--- src/rtl/router_pkg.sv ---
// Shared constants and helpers for the 1x3 router control slice.
package router_pkg;

  localparam int unsigned NUM_PORTS    = 3;
  localparam int unsigned ADDR_W       = 2;
  localparam int unsigned TIMEOUT_DFLT = 30;
  localparam int unsigned CNT_W_DFLT   = 5;

  typedef logic [ADDR_W-1:0] addr_t;

  localparam addr_t ADDR_INVALID = 2'b11;

  // Destination address to one-hot FIFO select; the invalid address selects nothing.
  function automatic logic [NUM_PORTS-1:0] addr_onehot(input addr_t addr);
    logic [NUM_PORTS-1:0] sel;
    sel = '0;
    case (addr)
      2'b00:   sel = 3'b001;
      2'b01:   sel = 3'b010;
      2'b10:   sel = 3'b100;
      default: sel = '0;
    endcase
    return sel;
  endfunction

endpackage

--- src/rtl/router_wdog.sv ---
// Per-port read watchdog: pulses soft_reset for one cycle after TIMEOUT
// consecutive cycles in which the port holds data that nobody reads.
module router_wdog #(
  parameter int unsigned TIMEOUT = 30,
  parameter int unsigned CNT_W   = 5
) (
  input  logic clock,
  input  logic resetn,
  input  logic vld,
  input  logic rd,
  output logic soft_reset
);

  logic [CNT_W-1:0] cnt;
  logic             idle;
  logic             at_limit;

  assign idle     = vld & ~rd;
  assign at_limit = (cnt == CNT_W'(TIMEOUT - 1));

  // Count only unbroken idle runs; any read or drained FIFO restarts the window.
  always_ff @(posedge clock or negedge resetn) begin
    if (!resetn) begin
      cnt        <= '0;
      soft_reset <= 1'b0;
    end else if (!idle) begin
      cnt        <= '0;
      soft_reset <= 1'b0;
    end else if (at_limit) begin
      cnt        <= '0;
      soft_reset <= 1'b1;
    end else begin
      cnt        <= cnt + CNT_W'(1);
      soft_reset <= 1'b0;
    end
  end

endmodule

--- src/rtl/router_sync_ctrl.sv ---
// Glue between router_fsm and the three output FIFOs: address latch, write
// steering, full-flag return, port valid flags and read watchdogs.
module router_sync_ctrl
  import router_pkg::*;
#(
  parameter int unsigned TIMEOUT = TIMEOUT_DFLT,
  parameter int unsigned CNT_W   = CNT_W_DFLT
) (
  input  logic       clock,
  input  logic       resetn,
  input  logic       detect_add,
  input  logic [1:0] data_in,
  input  logic       write_enb_reg,
  input  logic       read_enb_0,
  input  logic       read_enb_1,
  input  logic       read_enb_2,
  input  logic       empty_0,
  input  logic       empty_1,
  input  logic       empty_2,
  input  logic       full_0,
  input  logic       full_1,
  input  logic       full_2,
  output logic [2:0] write_enb,
  output logic       fifo_full,
  output logic       vld_out_0,
  output logic       vld_out_1,
  output logic       vld_out_2,
  output logic       soft_reset_0,
  output logic       soft_reset_1,
  output logic       soft_reset_2
);

  addr_t addr_q;

  // Header capture; the invalid address is latched too so stray writes go nowhere.
  always_ff @(posedge clock or negedge resetn) begin
    if (!resetn) begin
      addr_q <= ADDR_INVALID;
    end else if (detect_add) begin
      addr_q <= data_in;
    end
  end

  // Decode from the registered address so a same-cycle header does not redirect the write.
  always_comb begin
    write_enb = '0;
    if (write_enb_reg) begin
      write_enb = addr_onehot(addr_q);
    end
  end

  always_comb begin
    fifo_full = 1'b0;
    case (addr_q)
      2'b00:   fifo_full = full_0;
      2'b01:   fifo_full = full_1;
      2'b10:   fifo_full = full_2;
      default: fifo_full = 1'b0;
    endcase
  end

  assign vld_out_0 = ~empty_0;
  assign vld_out_1 = ~empty_1;
  assign vld_out_2 = ~empty_2;

  router_wdog #(.TIMEOUT(TIMEOUT), .CNT_W(CNT_W)) u_wdog_0 (
    .clock      (clock),
    .resetn     (resetn),
    .vld        (vld_out_0),
    .rd         (read_enb_0),
    .soft_reset (soft_reset_0)
  );

  router_wdog #(.TIMEOUT(TIMEOUT), .CNT_W(CNT_W)) u_wdog_1 (
    .clock      (clock),
    .resetn     (resetn),
    .vld        (vld_out_1),
    .rd         (read_enb_1),
    .soft_reset (soft_reset_1)
  );

  router_wdog #(.TIMEOUT(TIMEOUT), .CNT_W(CNT_W)) u_wdog_2 (
    .clock      (clock),
    .resetn     (resetn),
    .vld        (vld_out_2),
    .rd         (read_enb_2),
    .soft_reset (soft_reset_2)
  );

endmodule

--- config.mk ---
export PLATFORM = sky130hd
export DESIGN_NAME = router_sync_ctrl
export DESIGN_NICKNAME = d
export VERILOG_FILES = /design/src/rtl/router_pkg.sv /design/src/rtl/router_wdog.sv /design/src/rtl/router_sync_ctrl.sv
export SDC_FILE = /design/constraint.sdc
export NUM_CORES = 1
export LEC_CHECK = 0
export ABC_CLOCK_PERIOD_IN_PS = 1300
export BUFFER_PORTS_ARGS = -buffer_cell sky130_fd_sc_hd__buf_2
export CAP_MARGIN = 20
export CORE_AREA = 2 2 58 60
export DETAILED_ROUTE_END_ITERATION = 12
export DIE_AREA = 0 0 60 62
export PLACE_DENSITY = 0.56
export SETUP_SLACK_MARGIN = 0.3
export SYNTH_ARGS = -nofsm -noshare
export SYNTH_HDL_FRONTEND = slang
export SYNTH_SLANG_ARGS = --single-unit
export TNS_END_PERCENT = 50
--- constraint.sdc ---
create_clock -name clock -period 1.3 [get_ports clock]
set_input_delay 0.26 -clock clock [delete_from_list [all_inputs] [get_ports clock]]
set_output_delay 0.26 -clock clock [all_outputs]
set_load 0.02 [all_outputs]
# After elaboration in Yosys (flattened, before gate mapping)
# Cells that the tools add are included.
classes:
  n_addsub: 3
  eq_ne: 5
  mux: 15
  bitwise: 9
  n_reduce_logical: 1
ops:
  columns: ["cell", "count"]
  rows:
  - ["$mux 5", 6]
  - ["$add 5x1->5 const B", 3]
  - ["$eq 5x5->1 const B", 3]
  - ["$pmux 3 s3", 1]
  - ["$mux 1", 6]
  - ["$not 1->1", 6]
  - ["$and 1x1->1", 3]
  - ["$mux 3", 1]
  - ["$pmux 1 s3", 1]
  - ["$eq 2x1->1 const B", 1]
  - ["$eq 2x2->1 const B", 1]
  - ["$logic_not 2->1", 1]
word_totals:
  ff_bits: 20

# Depth between registers and ports, before layout
depth:
  ltp_word: 3
  depth_mapped: 5
  mapped_depth_nobuf: 5

# Hierarchy
# A second synthesis with hierarchy kept.
unflattened:
  hier_cells: 79
  hier_area_um2: 902.1
by_module_without_submodules:
  columns: ["mod", "n_inst", "cells_each", "area_each_um2", "seq_area_each_um2"]
  rows:
  - ["router_wdog", 3, 22, 255.2, 150.1]
  - ["router_sync_ctrl", 1, 13, 136.4, 52.6]

# Worst setup path after synthesis
# No wires, ideal clock.
synth_timing:
  kind: "flip-flop to output port"
  from: "register addr_q[1]"
  to: "output port fifo_full"
  arrival_ns: 0.939
  required_ns: 1.040
  path_slack_ns: 0.101
  stages_incl_launch_ff: 3
  path_buffers: 0
  cell_sequence: "dfstp_2 > mux2i_1 > o21ai_1"
synth_via:
  elab_chain_cells: 2
  elab_cells_between_ends: 4
synth_lines:
  columns: ["element", "line", "rtl"]
  rows:
  - ["start: declaration", "router_sync_ctrl.sv:33", "addr_t addr_q;"]
  - ["start signal: assignment", "router_sync_ctrl.sv:40", "addr_q <= data_in;"]
  - ["$eq 2x2->1, or another cell as far along", "router_sync_ctrl.sv:54", "case (addr_q)"]
  - ["$pmux 1 s3 (*)", "router_sync_ctrl.sv:54", null]
  - ["end: declaration", "router_sync_ctrl.sv:24", "output logic fifo_full,"]
# Mark *: on every way between the ends. The rest lies on a longest branch, timed or not.

# Final worst setup path
# Same ends and word-level chain as after synthesis.

==> tab_implementation.tex <==
\begin{tabular}{lr}
\hline
Metric & Value \\
\hline
\multicolumn{2}{l}{\textbf{Status}} \\
Status & complete, but fails checks \\
Failing checks & setup timing \\
\multicolumn{2}{l}{\textbf{STA}} \\
Final setup violation count & 4 \\
Ratio of final minimum period to clock period & 119\% \\
RSZ-0062 raised after global routing & yes \\
Fin. Hold Viols & 0 \\
Setup skew after layout & a little over 0.0007 ns \\
Maximum frequency from static timing analysis & approximately 640 MHz \\
Slew headroom & a little over two thirds \\
Measured slew at the worst slew-check pin & between 0.4 and 0.5 ns \\
Final WS setup & -0.253 ns \\
Setup TNS & -0.784 ns \\
Max-slew violation count & 0 \\
Post-route minimum period & approximately 1.6 ns \\
Min Hold Slack & 0.111 ns \\
\multicolumn{2}{l}{\textbf{Critical path}} \\
Crit-path slowest cell & dfstp\_2 \\
Worst Setup Path Type & flop to primary output \\
Worst-path cell chain & mux2i\_1 > o21ai\_2 > buf\_6 \\
FF-to-FF path depth & 5 \\
Critical Path Fanout Max & 5 \\
Endpoint type of the worst setup path & primary output \\
Peak per-stage delay on the critical path & $\sim$0.58 ns \\
Critical path arrival & around 1.3 ns \\
Startpoint kind of the worst setup timing path & flop \\
Required time at the endpoint of the critical path & between 1 and 1.5 ns \\
\multicolumn{2}{l}{\textbf{Cells and area}} \\
Layout Area Growth over Synthesis & 43.5\% \\
Cell Count, Final, Fillers Out & about 160 \\
Most used cells in the layout excluding fill and tap cells & dfrtp\_1 (18), buf\_2 (17), nor2\_2 (10) \\
Layout cell share with drive strength beyond 1 & 51.7\% \\
Total area of multi-input combinational cells & between 400 and 500 µm² \\
Final Core Density & between 40\% and 50\% \\
Count of nets after finishing & 138 \\
Diode insertion count for antenna repair & 0 \\
Combined flip-flop and latch cell area & just over 500 µm² \\
Fillers & between 300 and 400 \\
Most common library cell in the layout ignoring fill and taps & dfrtp\_1 \\
\multicolumn{2}{l}{\textbf{Clock tree}} \\
Number of buffers created by CTS & 3 \\
Clock Pin Slew Worst Setup and Hold Paths & roughly 0.11 ns \\
Clock Root Buffer & clkbuf\_4 \\
Worst-Skew Late Latency & between 0.2 and 0.3 ns \\
H-tree Lvls & 1 \\
TritonCTS clock tree & done \\
Clock Path Buffers & 2 \\
TritonCTS Sinks & 20 \\
\multicolumn{2}{l}{\textbf{Pwr}} \\
Part of the power in combinational logic & between 10\% and 20\% \\
Overall power of the completed layout & 0.00133 W \\
Switching Share & 21.7\% \\
Power per Cell Area & between 1000 and 1500 nW/µm² \\
LEAKAGE & between 0.5 and 0.6 nW \\
Sequential share of power & between 40\% and 50\% \\
Internal power & roughly 0.0010 W \\
Net switching component of the power & between 0.0002 and 0.0003 W \\
Clock network fraction of total power & 37.5\% \\
Worst VDD drop & 0.329 mV \\
\multicolumn{2}{l}{\textbf{Route}} \\
Count of unresolved DRC violations after routing & 0 \\
Total number of vias & 662 \\
Sum of routed wire length over all layers & between 1.5 and 2 mm \\
Average wire per standard cell & a little under 10 µm \\
Residual antenna-violating net count after detailed routing & 0 \\
Vias/cell & 4.09 \\
Count of routing violations after the opening detailed-route iteration & 4 \\
Drt first pass iters & 2 \\
\multicolumn{2}{l}{\textbf{Yosys}} \\
Sequential share of the synthesized area & a little under three fifths \\
Cell accounting for the most synthesized area & dfrtp\_1 \\
Number of distinct library cells after synthesis & 17 \\
Total nets after synthesis & 103 \\
Cell count after synthesis & 82 \\
Summed instance area of the synthesized netlist & between 800 and 900 µm² \\
Area contributors post-synth & dfrtp\_1 (50\%), ha\_1 (8.4\%), nor2\_1 (7.6\%) \\
Area share of the leading cell type in the synthesized netlist & 50.5\% \\
Mean area per synthesized cell & between 10 and 15 µm² \\
Yosys synthesis warning count & 0 \\
Register bit count reported by yosys & 20 \\
\multicolumn{2}{l}{\textbf{Floorplan}} \\
Floorplan die height & $\sim$62 µm \\
Std cell rows & 21 \\
Boundary Pins & 25 \\
DIE AREA & between 3000 and 4000 µm² \\
Effective utilization at floorplan & between 20 and 30\% \\
Die Width & approximately 60 µm \\
Area of the core region & $\sim$3200 µm² \\
\multicolumn{2}{l}{\textbf{Placed design}} \\
DPL Wire Length & 1.12 mm \\
IO Port Bufs & 24 \\
Placed Cells & between 150 and 200 \\
Final estimated routing congestion in global placement & around 0.72 \\
\multicolumn{2}{l}{\textbf{GRT}} \\
Global routing usage summed across all routing layers & 10.5\% \\
Leftover overflow at the end of global routing & 0 \\
Largest net degree at the start of global routing & 21 \\
Number of global-route vias before repair & $\sim$670 \\
Initial antenna violation count & 0 \\
Wire length of the first global-routing pass & between 2 and 3 mm \\
\multicolumn{2}{l}{\textbf{Worst hold path}} \\
Classification of the worst-slack hold path & input port to flop \\
Worst Hold Depth & 2 \\
\multicolumn{2}{l}{\textbf{Flow run}} \\
Max Cap Viol & 0 \\
\hline
\end{tabular}
## cells in the mapped netlist, drive strengths merged
cell type  count
dfrtp         18
nor2          18
ha             6
inv            6
nand3          6
xor2           6
nand2          3
nand4          3
nor3           3
xnor2          3
and3b          2
dfstp          2
mux2           2
mux2i          1
nand3b         1
nor3b          1
o21ai          1
## stage by stage
step	instance area, µm²	setup WS (ns)
2_1_floorplan	901	0.168
3_5_place_dp	1080	0.0246
4_1_cts	1230	-0.281
3_3_place_gp	1080	0.0691
6_report	1280	-0.253
5_1_grt	1280	-0.314
## critical path: cells and delay by family (launching register included)
family / cells / cell delay (ns)
buffers and inverters: 1 / 0.13
AO/OA/AOI/OAI: 1 / 0.07
flip-flops: 1 / 0.58
multiplexers: 1 / 0.23
## final timing paths
path	from	end	slack, ns
min in group asynchronous	resetn	u_wdog_0.cnt[4]$_DFF_PN0_	0.43
worst min-delay path	read_enb_1	u_wdog_1.soft_reset$_DFF_PN0_	0.11
worst max register to register	u_wdog_2.cnt[1]$_DFF_PN0_	u_wdog_2.cnt[1]$_DFF_PN0_	0.18
worst min register to register	u_wdog_2.cnt[0]$_DFF_PN0_	u_wdog_2.cnt[0]$_DFF_PN0_	0.51
worst max-delay path	addr_q[1]$_DFFE_PN1P_	fifo_full	-0.25
max in group asynchronous	resetn	addr_q[1]$_DFFE_PN1P_	0.53
## kinds of logic after synthesis
group	share of synthesized area [%]
simple gates	19.6
compound gates	0.560
xor+xnor	8.84
mux	3.65
flops	56.4
buf+inv	2.52
fa+ha+maj	8.41
## metal layers
| metal | vias to the layer above | GRT usage [%] | wire length (µm) |
|---|---|---|---|
| li1 | 334 | - | - |
| met1 | 306 | 11.7 | 672 |
| met2 | 20 | 18.5 | 827 |
| met3 | 2 | 2.48 | 99 |
| met4 | 0 | 5.71 | 11 |
| met5 | - | 0 | 0 |
## registers in the layout, summed over array words and instances (netlist names)
register and count:
u_wdog_1.soft_reset 1, u_wdog_2.cnt 5, u_wdog_2.soft_reset 1, u_wdog_1.cnt 5, u_wdog_0.cnt 5, u_wdog_0.soft_reset 1, addr_q 2
## power by group through the flow
stage / registers (W) / clock network (W) / logic [W]
after floorplan: 0.000669 / 0 / 0.0000640
after global placement: 0.000671 / 0 / 0.000119
after detailed placement: 0.000673 / 0 / 0.000122
after CTS: 0.000658 / 0.000524 / 0.000161
after global routing: 0.000663 / 0.000539 / 0.000189
final: 0.000659 / 0.000498 / 0.000170
## repair_timing
item	CTS	global route
pin swaps	13	19
buffers inserted	4	1
endpoints found under the hold margin	18	0
hold buffers	1	0
endpoints found under the setup margin	22	25
gates resized for setup	21	14
## cell type report
cell class / count / area share, %
sequential: 20 / 39.3
clock inverter: 1 / 2.35
multi-input combinational: 56 / 33.8
timing repair buffer: 30 / 16.5
tap: 46 / 4.50
clock buffer: 3 / 1.76
inverter: 6 / 1.76
Power figures use the tool's default switching activity.
